==> src/rtl/fabric_error_collector.sv <==
// N-source fabric error aggregator: sticky first-error record plus saturating event counter.
// Optional history FIFO of {src, code} per event cycle, enabled by FABRIC_ERROR_HIST_EN.

module fec_src_qual #(
    parameter int CODE_W = 16
) (
    input  logic              vld,
    input  logic [CODE_W-1:0] code,
    output logic              ev
);
    // Code 0 is FABRIC_OK; a valid pulse carrying it is not an error.
    assign ev = vld && (code != '0);
endmodule

module fabric_error_collector #(
    parameter int NUM_SRC    = 4,
    parameter int CODE_W     = 16,
    parameter int CNT_W      = 8,
    parameter int HIST_DEPTH = 4,
    localparam int SRC_W     = (NUM_SRC > 1) ? $clog2(NUM_SRC) : 1
) (
    input  logic                      clk,
    input  logic                      rst,
    input  logic [NUM_SRC-1:0]        src_err_valid,
    input  logic [NUM_SRC*CODE_W-1:0] src_err_code,
    input  logic                      err_clear,
    output logic                      err_valid,
    output logic [CODE_W-1:0]         err_code,
    output logic [SRC_W-1:0]          err_src,
    output logic                      err_is_rt,
    output logic [CNT_W-1:0]          err_count,
    output logic                      hist_valid,
    input  logic                      hist_ready,
    output logic [SRC_W+CODE_W-1:0]   hist_data,
    output logic                      hist_overflow
);
    localparam int POP_W = $clog2(NUM_SRC + 1);
    localparam int SUM_W = CNT_W + POP_W + 1;
    localparam int RT_W  = CODE_W + 9;
    localparam logic [CNT_W-1:0] CNT_MAX = '1;

    typedef enum logic {IDLE, LATCHED} state_t;

    state_t              state, state_nxt;
    logic [NUM_SRC-1:0]  ev;
    logic                any_ev;
    logic [SRC_W-1:0]    win_src;
    logic [CODE_W-1:0]   win_code;
    logic                win_rt;
    logic [POP_W-1:0]    ev_pop;
    logic [CNT_W-1:0]    cnt_base, cnt_nxt;
    logic [SUM_W-1:0]    cnt_sum;
    logic                rec_load, rec_zero;

    for (genvar gi = 0; gi < NUM_SRC; gi++) begin : g_src
        fec_src_qual #(.CODE_W(CODE_W)) u_qual (
            .vld  (src_err_valid[gi]),
            .code (src_err_code[gi*CODE_W +: CODE_W]),
            .ev   (ev[gi])
        );
    end

    // Descending scan so the lowest qualified index is the last write and wins.
    always_comb begin
        win_src  = '0;
        win_code = '0;
        ev_pop   = '0;
        for (int i = NUM_SRC - 1; i >= 0; i--) begin
            if (ev[i]) begin
                win_src  = SRC_W'(i);
                win_code = src_err_code[i*CODE_W +: CODE_W];
            end
        end
        for (int i = 0; i < NUM_SRC; i++)
            ev_pop = ev_pop + POP_W'(ev[i]);
    end

    assign any_ev = |ev;
    assign win_rt = RT_W'(win_code) >= RT_W'(256);

    // Clear zeroes the base before this cycle's events are added.
    always_comb begin
        cnt_base = err_clear ? '0 : err_count;
        cnt_sum  = SUM_W'(cnt_base) + SUM_W'(ev_pop);
        cnt_nxt  = (cnt_sum > SUM_W'(CNT_MAX)) ? CNT_MAX : cnt_sum[CNT_W-1:0];
    end

    always_comb begin
        state_nxt = state;
        rec_load  = 1'b0;
        rec_zero  = 1'b0;
        case (state)
            IDLE: begin
                if (any_ev) begin
                    state_nxt = LATCHED;
                    rec_load  = 1'b1;
                end
            end
            LATCHED: begin
                if (err_clear) begin
                    if (any_ev) begin
                        rec_load = 1'b1;
                    end else begin
                        state_nxt = IDLE;
                        rec_zero  = 1'b1;
                    end
                end
            end
            default: state_nxt = IDLE;
        endcase
    end

    always_ff @(posedge clk or posedge rst) begin
        if (rst) begin
            state     <= IDLE;
            err_code  <= '0;
            err_src   <= '0;
            err_is_rt <= 1'b0;
            err_count <= '0;
        end else begin
            state     <= state_nxt;
            err_count <= cnt_nxt;
            if (rec_load) begin
                err_code  <= win_code;
                err_src   <= win_src;
                err_is_rt <= win_rt;
            end else if (rec_zero) begin
                err_code  <= '0;
                err_src   <= '0;
                err_is_rt <= 1'b0;
            end
        end
    end

    assign err_valid = (state == LATCHED);

`ifdef FABRIC_ERROR_HIST_EN
    localparam int PTR_W = (HIST_DEPTH > 1) ? $clog2(HIST_DEPTH) : 1;
    localparam int HW    = SRC_W + CODE_W;

    logic [HW-1:0]    hist_mem [HIST_DEPTH];
    logic [PTR_W-1:0] wr_ptr, rd_ptr;
    logic [PTR_W:0]   hist_cnt;
    logic             hist_full, hist_pop, hist_push, hist_drop;

    assign hist_full  = (hist_cnt == (PTR_W+1)'(HIST_DEPTH));
    assign hist_pop   = hist_valid && hist_ready;
    // A pop in the same cycle frees the slot, so a full FIFO still accepts the push.
    assign hist_push  = any_ev && (!hist_full || hist_pop);
    assign hist_drop  = any_ev && hist_full && !hist_pop;
    assign hist_valid = (hist_cnt != '0);
    assign hist_data  = hist_valid ? hist_mem[rd_ptr] : '0;

    always_ff @(posedge clk) begin
        if (hist_push)
            hist_mem[wr_ptr] <= {win_src, win_code};
    end

    always_ff @(posedge clk or posedge rst) begin
        if (rst) begin
            wr_ptr        <= '0;
            rd_ptr        <= '0;
            hist_cnt      <= '0;
            hist_overflow <= 1'b0;
        end else begin
            if (hist_push) wr_ptr <= wr_ptr + 1'b1;
            if (hist_pop)  rd_ptr <= rd_ptr + 1'b1;
            case ({hist_push, hist_pop})
                2'b10:   hist_cnt <= hist_cnt + 1'b1;
                2'b01:   hist_cnt <= hist_cnt - 1'b1;
                default: hist_cnt <= hist_cnt;
            endcase
            hist_overflow <= (hist_overflow && !err_clear) || hist_drop;
        end
    end
`else
    logic unused_hist;
    assign unused_hist   = hist_ready | (HIST_DEPTH < 2);
    assign hist_valid    = 1'b0;
    assign hist_data     = '0;
    assign hist_overflow = 1'b0;
`endif

`ifdef FABRIC_ASSERTIONS_ON
    a_hist_stable: assert property (@(posedge clk) disable iff (rst)
        (hist_valid && !hist_ready) |=> $stable(hist_data));
    a_cnt_mono: assert property (@(posedge clk) disable iff (rst)
        !err_clear |=> (err_count >= $past(err_count)));
`endif

endmodule
==> config.mk <==
export PLATFORM = sky130hd
export DESIGN_NAME = fabric_error_collector
export DESIGN_NICKNAME = d
export VERILOG_FILES = /design/src/rtl/fabric_error_collector.sv
export SDC_FILE = /design/constraint.sdc
export NUM_CORES = 1
export LEC_CHECK = 0
export ABC_AREA = 1
export CAP_MARGIN = 25
export CORE_MARGIN = 3
export CORE_UTILIZATION = 42
export CTS_BUF_LIST = sky130_fd_sc_hd__clkbuf_2
export DETAILED_ROUTE_END_ITERATION = 16
export GPL_TIMING_DRIVEN = 0
export PLACE_DENSITY = 0.85
export SLEW_MARGIN = 30
export SYNTH_ARGS = -nofsm -noshare
export SYNTH_HDL_FRONTEND = slang
export SYNTH_SLANG_ARGS = --single-unit
export TNS_END_PERCENT = 1
==> constraint.sdc <==
create_clock -name clk -period 2.75 [get_ports clk]
set_clock_uncertainty 0.2 [all_clocks]
set_input_delay 0.55 -clock clk [delete_from_list [all_inputs] [get_ports clk]]
set_output_delay 0.55 -clock clk [all_outputs]
set_load 0.005 [all_outputs]
**After elaboration in Yosys (flattened, before gate mapping)**

Index checks and enable logic that the tools add are counted.

- Register bits: 28
- Input bits: 72
- Output and inout bits: 48
- Logic and storage cells: 46

- Add/subtract/negate cells: 4
- Order comparisons: 2
- Multiplexer cells: 24
- Bitwise logic cells: 1
- Reduce and logical (&&, ||, !) cells: 10

Operators by type and width:

| kind | count |
|---|---|
| 16-bit 2-to-1 mux | 6 |
| 16-bit nonzero test | 4 |
| 16-bit by 9-bit greater-or-equal comparator with 1-bit output, second input constant | 1 |
| 8-bit 2-to-1 mux | 2 |
| 2-bit 2-to-1 mux | 6 |
| 8-bit by 3-bit adder with 9-bit output | 1 |
| 9-bit by 8-bit > comparator with 1-bit output, second input constant | 1 |
| 1-bit 2-to-1 mux | 8 |
| 1-bit logical AND | 4 |
| 1-bit one-hot mux with 2 select lines | 2 |
| 4-bit OR reduction | 1 |
| 2-bit by 1-bit adder with 3-bit output | 1 |
| 3-bit by 1-bit adder with 3-bit output | 1 |
| 1-bit by 1-bit adder with 2-bit output | 1 |
| 2-bit nonzero test | 1 |
| 1-bit inverter | 1 |

**Depth between registers and ports, before layout**

Gate-level depths: netlist of run 1.

- Depth in word-level cells: 8
- Gate-level depth with buffers: 16
- Depth with buffers taken out: 14

**Cells and area by module**

Synthesis of run 1 repeated with hierarchy kept, for this count alone.

- Cells, all modules: 329
- Area, all modules: 2,232.1 um^2

Modules (own cells, without submodules):

| module | instances | cells an instance | area an instance (um^2) | sequential area each (um^2) |
|---|---|---|---|---|
| fabric_error_collector | 1 | 265 | 1,986.9 | 700.7 |
| fec_src_qual | 4 | 16 | 61.3 | 0.0 |

**Worst setup path after synthesis of run 1**

Ideal clock, no wire load.

- Path kind: input port to flip-flop
- Start point: input src_err_code[15]
- End point: register err_count[7]
- Setup time: 139 ps
- Arrival: 3,005 ps
- Required time: 2,411 ps
- Path slack: -594 ps
- Stages: 15
- Buffers on the path: 2
- Cells stage by stage: inv_1 nand4_1 nor2_1 nand2_1 nand2_1 buf_2 buf_2 fa_1 inv_1 fa_1 fa_1 nand4_1 nor2_1 nand4_1 o211ai_1

- Longest elaborated chain between the ends: 8

Ends and longest elaborated chain:

| what | RTL line | text |
|---|---|---|
| start, declared | 25 | `input logic [NUM_SRC*CODE_W-1:0] src_err_code,` |
| 16-bit nonzero test * | 12 | `assign ev = vld && (code != '0);` |
| 1-bit logical AND * | 12 |  |
| 1-bit by 1-bit adder with 2-bit output * | 75 | `ev_pop = ev_pop + POP_W'(ev[i]);` |
| 2-bit by 1-bit adder with 3-bit output * | 75 |  |
| 3-bit by 1-bit adder with 3-bit output * | 75 |  |
| 8-bit by 3-bit adder with 9-bit output * | 84 | `cnt_sum = SUM_W'(cnt_base) + SUM_W'(ev_pop);` |
| 9-bit by 8-bit > comparator with 1-bit output | 85 | `cnt_nxt = (cnt_sum > SUM_W'(CNT_MAX)) ? CNT_MAX : cnt_sum[CNT_W-1:0];` |
| 8-bit 2-to-1 mux * | 85 |  |
| via cnt_nxt[7] | 51 | `logic [CNT_W-1:0] cnt_base, cnt_nxt;` |
| end signal, assigned | 122 | `err_count <= cnt_nxt;` |
| end, declared | 31 | `output logic [CNT_W-1:0] err_count,` |

Mark *: on every way through the listed nets, which the timed path passes. The rest lies on a longest branch.
A chain may end at the register's enable or synchronous reset.

**Final worst setup path of run 1**

- Start point: input src_err_code[14]
- End point: register err_is_rt

- Longest elaborated chain between the ends: 7
- Elaborated cells between the ends (all ways): 13
- Classes of those cells: 1 x order compare; 8 x mux; 4 x reduce/logical

Ends and longest elaborated chain:

| what | RTL line | text |
|---|---|---|
| branches (longest 7 deep; another with 16-bit by 9-bit greater-or-equal comparator with 1-bit output) | n/a |  |
| end signal, assigned | 126 | `err_is_rt <= win_rt;` |
| end, declared | 30 | `output logic err_is_rt,` |

Several ways; the timed one is not identified.

==> impl_results.md, run 1 <==
- Status: finished with violations
- Violated checks: setup timing
- Antenna viol nets, final: 0
- Maximum clock rate: 0.362 GHz
- Cells after Synth: 363
- H-tree depth: 1
- Clock Root Buffer: clkbuf_2
- Post-synthesis area per instance: 6.59 µm²
- CTS Buf Count: 3
- First-pass GRT wire length: 12,500 µm
- Yosys warnings: 0
- Synth top area share: 0.293
- Die X: 81.5 µm
- Clock buffer depth: 2
- Vias: 3,008
- Worst-path fanout max: 2
- Post-layout minimum cycle time: 2.76 ns
- Post-placement cell count: 548
- Hpwl dp: 5680 µm
- Hold_buf cts: 0
- Dpl ws: -1.23 ns
- Min-Delay Path Class: input pin to flop
- HP Start: src_err_code[4]
- Critical R2R Launch: err_count[0]
- Wire length per cell: 14.6 µm
- Largest net degree at the start of global routing: 29
- Critical path origin: src_err_code[14]
- CTS tree: yes
- Leakage: 2.04 nW
- Distinct cells, synth: 31
- Pwr Total: 0.00127 W
- Final nets: 591
- Peak VDD IR: 0.236 mV
- Compound-Gate Fraction of Synth Area: 0.130
- Total of max-cap violations: 0
- Adder-cell area share of the yosys netlist: 0.0303
- CTS sink cnt: 28
- Critical Path AT: 2.90 ns
- Setup TNS: -0.0228 ns
- Diodes inserted: 0
- RSZ-0062 raised after global routing: yes
- Starting Density: 0.451
- Drc violations: 0
- Fillcell total: 418
- CP startpoint kind: input pin
- Drt pass-1 iters: 5
- GP Congestion: 0.941
- P&R area growth vs syn: 64.7%
- Total congestion overflow: 0
- Tcrit/Tclk final: 1.01
- Drt via density: 5.15
- Worst-Skew Late Latency: 0.36 ns
- Simple-Gate Fraction of Synth Area: 0.363
- Clock-pin slew on the worst setup and hold paths: 0.25 ns
- Slew HR: 0.606
- Most common cell after layout, fill and taps aside: nand2_1
- Buffers on Ports: 96
- Routed wire length: 8500 µm
- Vias in the first global route: 2,772
- Yosys reg bits: 28
- # setup viols final: 2
- P per Cell Area: 322 mW/mm²
- Share of cells above drive strength 1: 0.317
- Ports: 120
- Placeable Area: 0.00530 mm²
- XOR/XNOR Fraction of Synth Area: 0.0110
- GRT Util Overall: 0.238
- Mux contribution to synthesized area: 0
- Most frequent cells in the layout: nand2_1, buf_4, clkdlybuf4s50_1
- Final worst slack: -0.0141 ns
- Rows: 26
- Die height: 81.5 µm
- Cell taking the most area after synthesis: dfrtp_1
- Layout Cells excl Fill: 584
- Hold Violations, Final: 0
- Nature of the critical path endpoint: flop
- WP data required: 2.89 ns
- Syn Std Cell Area: 0.00239 mm²
- Largest family of logic cells by synthesized area: simple AND/OR/NAND/NOR gates
- Area contributors post-synth: dfrtp_1, nand2_1, nor2_1
- Initial antenna violation count: 0
- Worst-Margin Slew: 0.591 ns
- Sequential fraction of the synthesis area: 0.293
- Initial DRC Count: 178
- Die area: 0.00664 mm²
- Max-slew violations: 0
- Setup Crit Path Kind: input pin to flop
## flip-flops by register name, indices dropped and copies added (netlist names)
| signal | cells |
|---|---|
| err_code | 16 |
| err_count | 8 |
| err_is_rt | 1 |
| err_src | 2 |
| err_valid | 1 |
## cell type report
type / instances / area, µm² / area share
plain buffers: 28 / 214 / 0.0543
clock buffers: 3 / 15.0 / 0.00381
clock inverters: 1 / 3.75 / 0.000952
inverters: 43 / 165 / 0.0419
multi-input cells: 278 / 1490 / 0.378
flip-flops and latches: 28 / 701 / 0.178
well taps: 70 / 87.6 / 0.0222
repair buffers: 133 / 1260 / 0.321
## report_power, final
group | internal [W] | total (W) | switching, W
sequential | 0.000467 | 0.000502 | 0.0000343
clock | 0.0000316 | 0.000146 | 0.000115
combinational | 0.000339 | 0.000621 | 0.000282
total | 0.000838 | 0.00127 | 0.000432
## path summary, 6_finish.rpt
check | to | slack (ns) | depth (start not counted)
max | err_is_rt | -0.01 | 24
min | err_code[4] | 0.23 | 3
max reg2reg | err_count[3] | 0.18 | 10
min reg2reg | err_code[4] | 0.31 | 2
max in group asynchronous | err_code[0] | 1.63 | 2
min in group asynchronous | err_src[1] | 0.32 | 2
## routing by layer
layer / global-route usage / vias up / routed length [µm]
li1: - / 1419 / -
met1: 0.296 / 1396 / 3200
met2: 0.425 / 161 / 4270
met3: 0.0373 / 32 / 706
met4: 0.0676 / 0 / 325
met5: 0 / - / 0
## synth_stat cells
cell type and number:
a21oi_1 12, a21oi_4 1, nor3_1 1, buf_8 1
inv_2 2, clkinv_1 6, nor2_1 49, clkbuf_1 1
fa_1 3, a21oi_2 4, nand3b_1 3, o21ai_2 2
nand2_4 3, nand4_1 4, o21ai_0 18, nand2_1 97
dfrtp_1 28, conb_1 1, nand2_2 4, or2_2 1
buf_4 23, nor2_2 2, xor2_1 3, ha_1 1
nand3_2 1, o211ai_1 8, buf_6 3, nand3_1 36
a31oi_1 5, buf_2 5, inv_1 35
## cells by family (layout without fill, tap and decap cells)
logic type	count (synthesis)	in the layout
buf+inv	76	208
other cells	1	20
compound gates	50	50
flops	28	28
fa+ha+maj	4	4
simple gates	201	201
xor+xnor	3	3
## repair_timing
| item | 4_1_cts | 5_1_grt |
|---|---|---|
| gates cloned | 0 | 0 |
| buffers inserted | 33 | 5 |
| endpoints found under the setup margin | 8 | 10 |
| pin swaps | 30 | 32 |
| gates resized for setup | 156 | 61 |
## worst max-delay path, stage by stage
cell,delay [ns]
buf_6,0.07
inv_2,0.03
buf_4,0.11
buf_4,0.12
buf_4,0.12
buf_4,0.12
buf_4,0.13
buf_4,0.12
buf_4,0.12
buf_4,0.12
buf_4,0.12
buf_4,0.12
buf_4,0.13
buf_4,0.12
buf_4,0.12
buf_4,0.12
buf_6,0.11
nor2_4,0.07
a21oi_2,0.05
nand2_1,0.11
nor2_2,0.05
nand2_1,0.06
nand2_1,0.05
nand2_1,0.06
## metrics by stage
step           utilization  cell area (µm²)  hold WS (ns)
3_5_place_dp         0.665             3530         0.267
2_1_floorplan            -             2480         0.265
3_3_place_gp         0.665             3530         0.259
5_1_grt              0.743             3940         0.210
4_1_cts              0.693             3670         0.250
6_report             0.743             3940         0.227
No activity file was read; power rests on OpenSTA's default activity.
==> run 2, diff against run 1 <==
- PLACE_DENSITY: 0.85 -> 0.9
==> run 2 against run 1 <==
Net effect:
- the flow still finishes with violations (setup timing)
- register-to-register slack got worse by 0.12 ns
- fmax decreased by 3.5%
- core utilization decreased by 3.0 points
- routed wire length decreased by 5.6%
- cell count decreased by 1.2%
- sequential share of layout area increased by 0.75 points
- via count decreased by 2.0%
- clock power increased by 6%
- clock-buffer cell count unchanged
- global-route usage decreased by 0.96 points
- first-iteration DRC count increased by 9.0%
- critical endpoint is now err_count[7]
==> impl_results.md, run 2 (same netlist as run 1, synthesis figures left out) <==
- Ports: 120
- CP dominant cell by count: nand4_1
- Peak VDD IR: 0.256 mV
- Layout Cells excl Fill: 577
- R2R depth: 10
- Most common cell after layout, fill and taps aside: nand2_1
- Largest net degree at the start of global routing: 29
- Min-Delay Path Class: input pin to flop
- Worst path buffer plus inverter count: 4
- H-tree depth: 1
- RSZ-0062 raised after global routing: yes
- Hold_buf cts: 0
- CP top delay family: adder cells
- Clock network power share: 0.125
- Starting Density: 0.451
- Clock Root Buffer: clkbuf_2
- Crit-path cells: clkbuf_2 > inv_2 > nand4_1 > nor2_1 > nand2_2 > nand2_4 > fa_1 > inv_2 > fa_2 > fa_2 > nand4_1 > nor2_4 > nand4_1 > buf_4 > o211ai_1
- # setup viols final: 8
- Total congestion overflow: 0
- Diodes inserted: 0
- Post-placement cell count: 548
- Slew HR: 0.612
- Violated checks: setup timing
- CP startpoint kind: input pin
- First-pass GRT wire length: 12,000 µm
- Critical Path Sink: err_count[7]
- GRT Util Overall: 0.229
- Initial DRC Count: 194
- Post-layout minimum cycle time: 2.87 ns
- Status: finished with violations
- Nature of the critical path endpoint: flop
- Pwr Total: 0.00124 W
- Seq pwr share: 0.407
- Met3 GRT Util: 0.0351
- Most frequent cells in the layout: nand2_1, buf_4, clkdlybuf4s50_1
- Leakage: 2.04 nW
- Worst-path fanout max: 5
- Placeable Area: 0.00530 mm²
- Clock buffer depth: 2
- Flop2flop setup slack: 0.06 ns
- Wire length per cell: 13.9 µm
- Vias in the first global route: 2,727
- Rows: 26
- Clock-pin slew on the worst setup and hold paths: 0.26 ns
- Met1 usage: 0.279
- Psw: 0.000431 W
- Critical-path top delay cell: fa_1
- Internal Power: 0.000809 W
- RR Endpoint: err_count[7]
- P per Cell Area: 328 mW/mm²
- Drc violations: 0
- Die height: 81.5 µm
- Dpl ws: -1.22 ns
- Largest regs: err_code (16), err_count (8), err_src (2)
- Routed wire length: 8030 µm
- Critical R2R Launch: err_count[0]
- Met2 Use GR: 0.408
- WP data required: 2.85 ns
- Buffers on Ports: 96
- Die area: 0.00664 mm²
- Vias: 2,949
- Antenna viol nets, final: 0
- Die X: 81.5 µm
- Maximum clock rate: 0.349 GHz
- Final worst slack: -0.116 ns
- Setup TNS: -0.666 ns
- Share of cells above drive strength 1: 0.284
- CTS sink cnt: 28
- Worst-Skew Late Latency: 0.37 ns
- GP Congestion: 0.927
- Final nets: 584
- Critical Path Stages: 15
- Placed Instance Area: 0.00353 mm²
- GRT busiest layer: met2
- Hpwl dp: 5910 µm
- Setup Crit Path Kind: input pin to flop
- Top reg by flops: err_code
- Drt via density: 5.11
- Total of max-cap violations: 0
- Hold Violations, Final: 0
- CTS Buf Count: 3
- Max-slew violations: 0
- Comb power frac: 0.468
- Design area: 0.00378 mm²
- P&R area growth vs syn: 58.0%
- Drt pass-1 iters: 5
- CP peak stage delay: 0.56 ns
- Tcrit/Tclk final: 1.04
- Worst-Margin Slew: 0.582 ns
- CTS tree: yes
- Switching Fraction: 0.348
- Max reg flops: 16
- Critical path origin: src_err_code[9]
- Initial antenna violation count: 0
- Critical Path AT: 2.96 ns
-- run 2: power by group through the flow --
stage          logic (W)  registers, W  clock network (W)
6_report        0.000580      0.000505           0.000155
5_1_grt         0.000641      0.000512           0.000177
4_1_cts         0.000538      0.000503           0.000153
3_5_place_dp    0.000537      0.000510                  0
3_3_place_gp    0.000519      0.000509                  0
2_1_floorplan   0.000253      0.000510                  0
-- run 2: stage by stage --
step,utilization,hold WS [ns]
global placement,0.665,0.258
finish,0.713,0.200
floorplan,-,0.265
global route,0.713,0.219
detailed placement,0.665,0.267
CTS,0.676,0.320
-- run 2: final cells by class --
class	instances	area, µm²
Clock inverter	1	3.75
Tap cell	70	87.6
Multi-Input combinational cell	279	1450
Inverter	43	168
Buffer	30	240
Sequential cell	28	701
Fill cell	442	1520
Clock buffer	3	15.0
Timing Repair Buffer	123	1120
-- run 2: per-layer routing --
metal  up-vias  routed length (µm)  part of all wire
met4         0                 330             0.041
li1       1405                   -                 -
met2       159                4010              0.50
met5         -                   0                 0
met1      1341                3090              0.38
met3        44                 605             0.075
-- run 2: timing repair --
item | CTS | global route
cloned | 1 | 0
pin swaps | 3 | 34
endpoints found under the hold margin | 0 | 0
setup buffers | 6 | 21
endpoints found under the setup margin | 8 | 8
gates resized for setup | 9 | 128
-- run 2: worst min-delay path by stage --
stage,endpoint,startpoint,cells past startpoint,slack (ns)
after detailed placement,err_code[5],err_code[5],2,0.27
final,err_code[5],src_err_code[5],3,0.20
after CTS,err_code[5],err_code[5],2,0.32
after global placement,err_src[0],err_src[0],2,0.26
after floorplan,err_src[0],err_src[0],2,0.27
after global routing,err_code[5],src_err_code[5],3,0.22
-- run 2: worst register-to-register path: stages, from the launching register on --
cell and delay, ns:
dfrtp_1 0.42, nand2_1 0.08, fa_1 0.50, inv_2 0.04
fa_2 0.41, fa_2 0.38, nand4_1 0.15, nor2_4 0.08
nand4_1 0.12, buf_4 0.15, o211ai_1 0.08
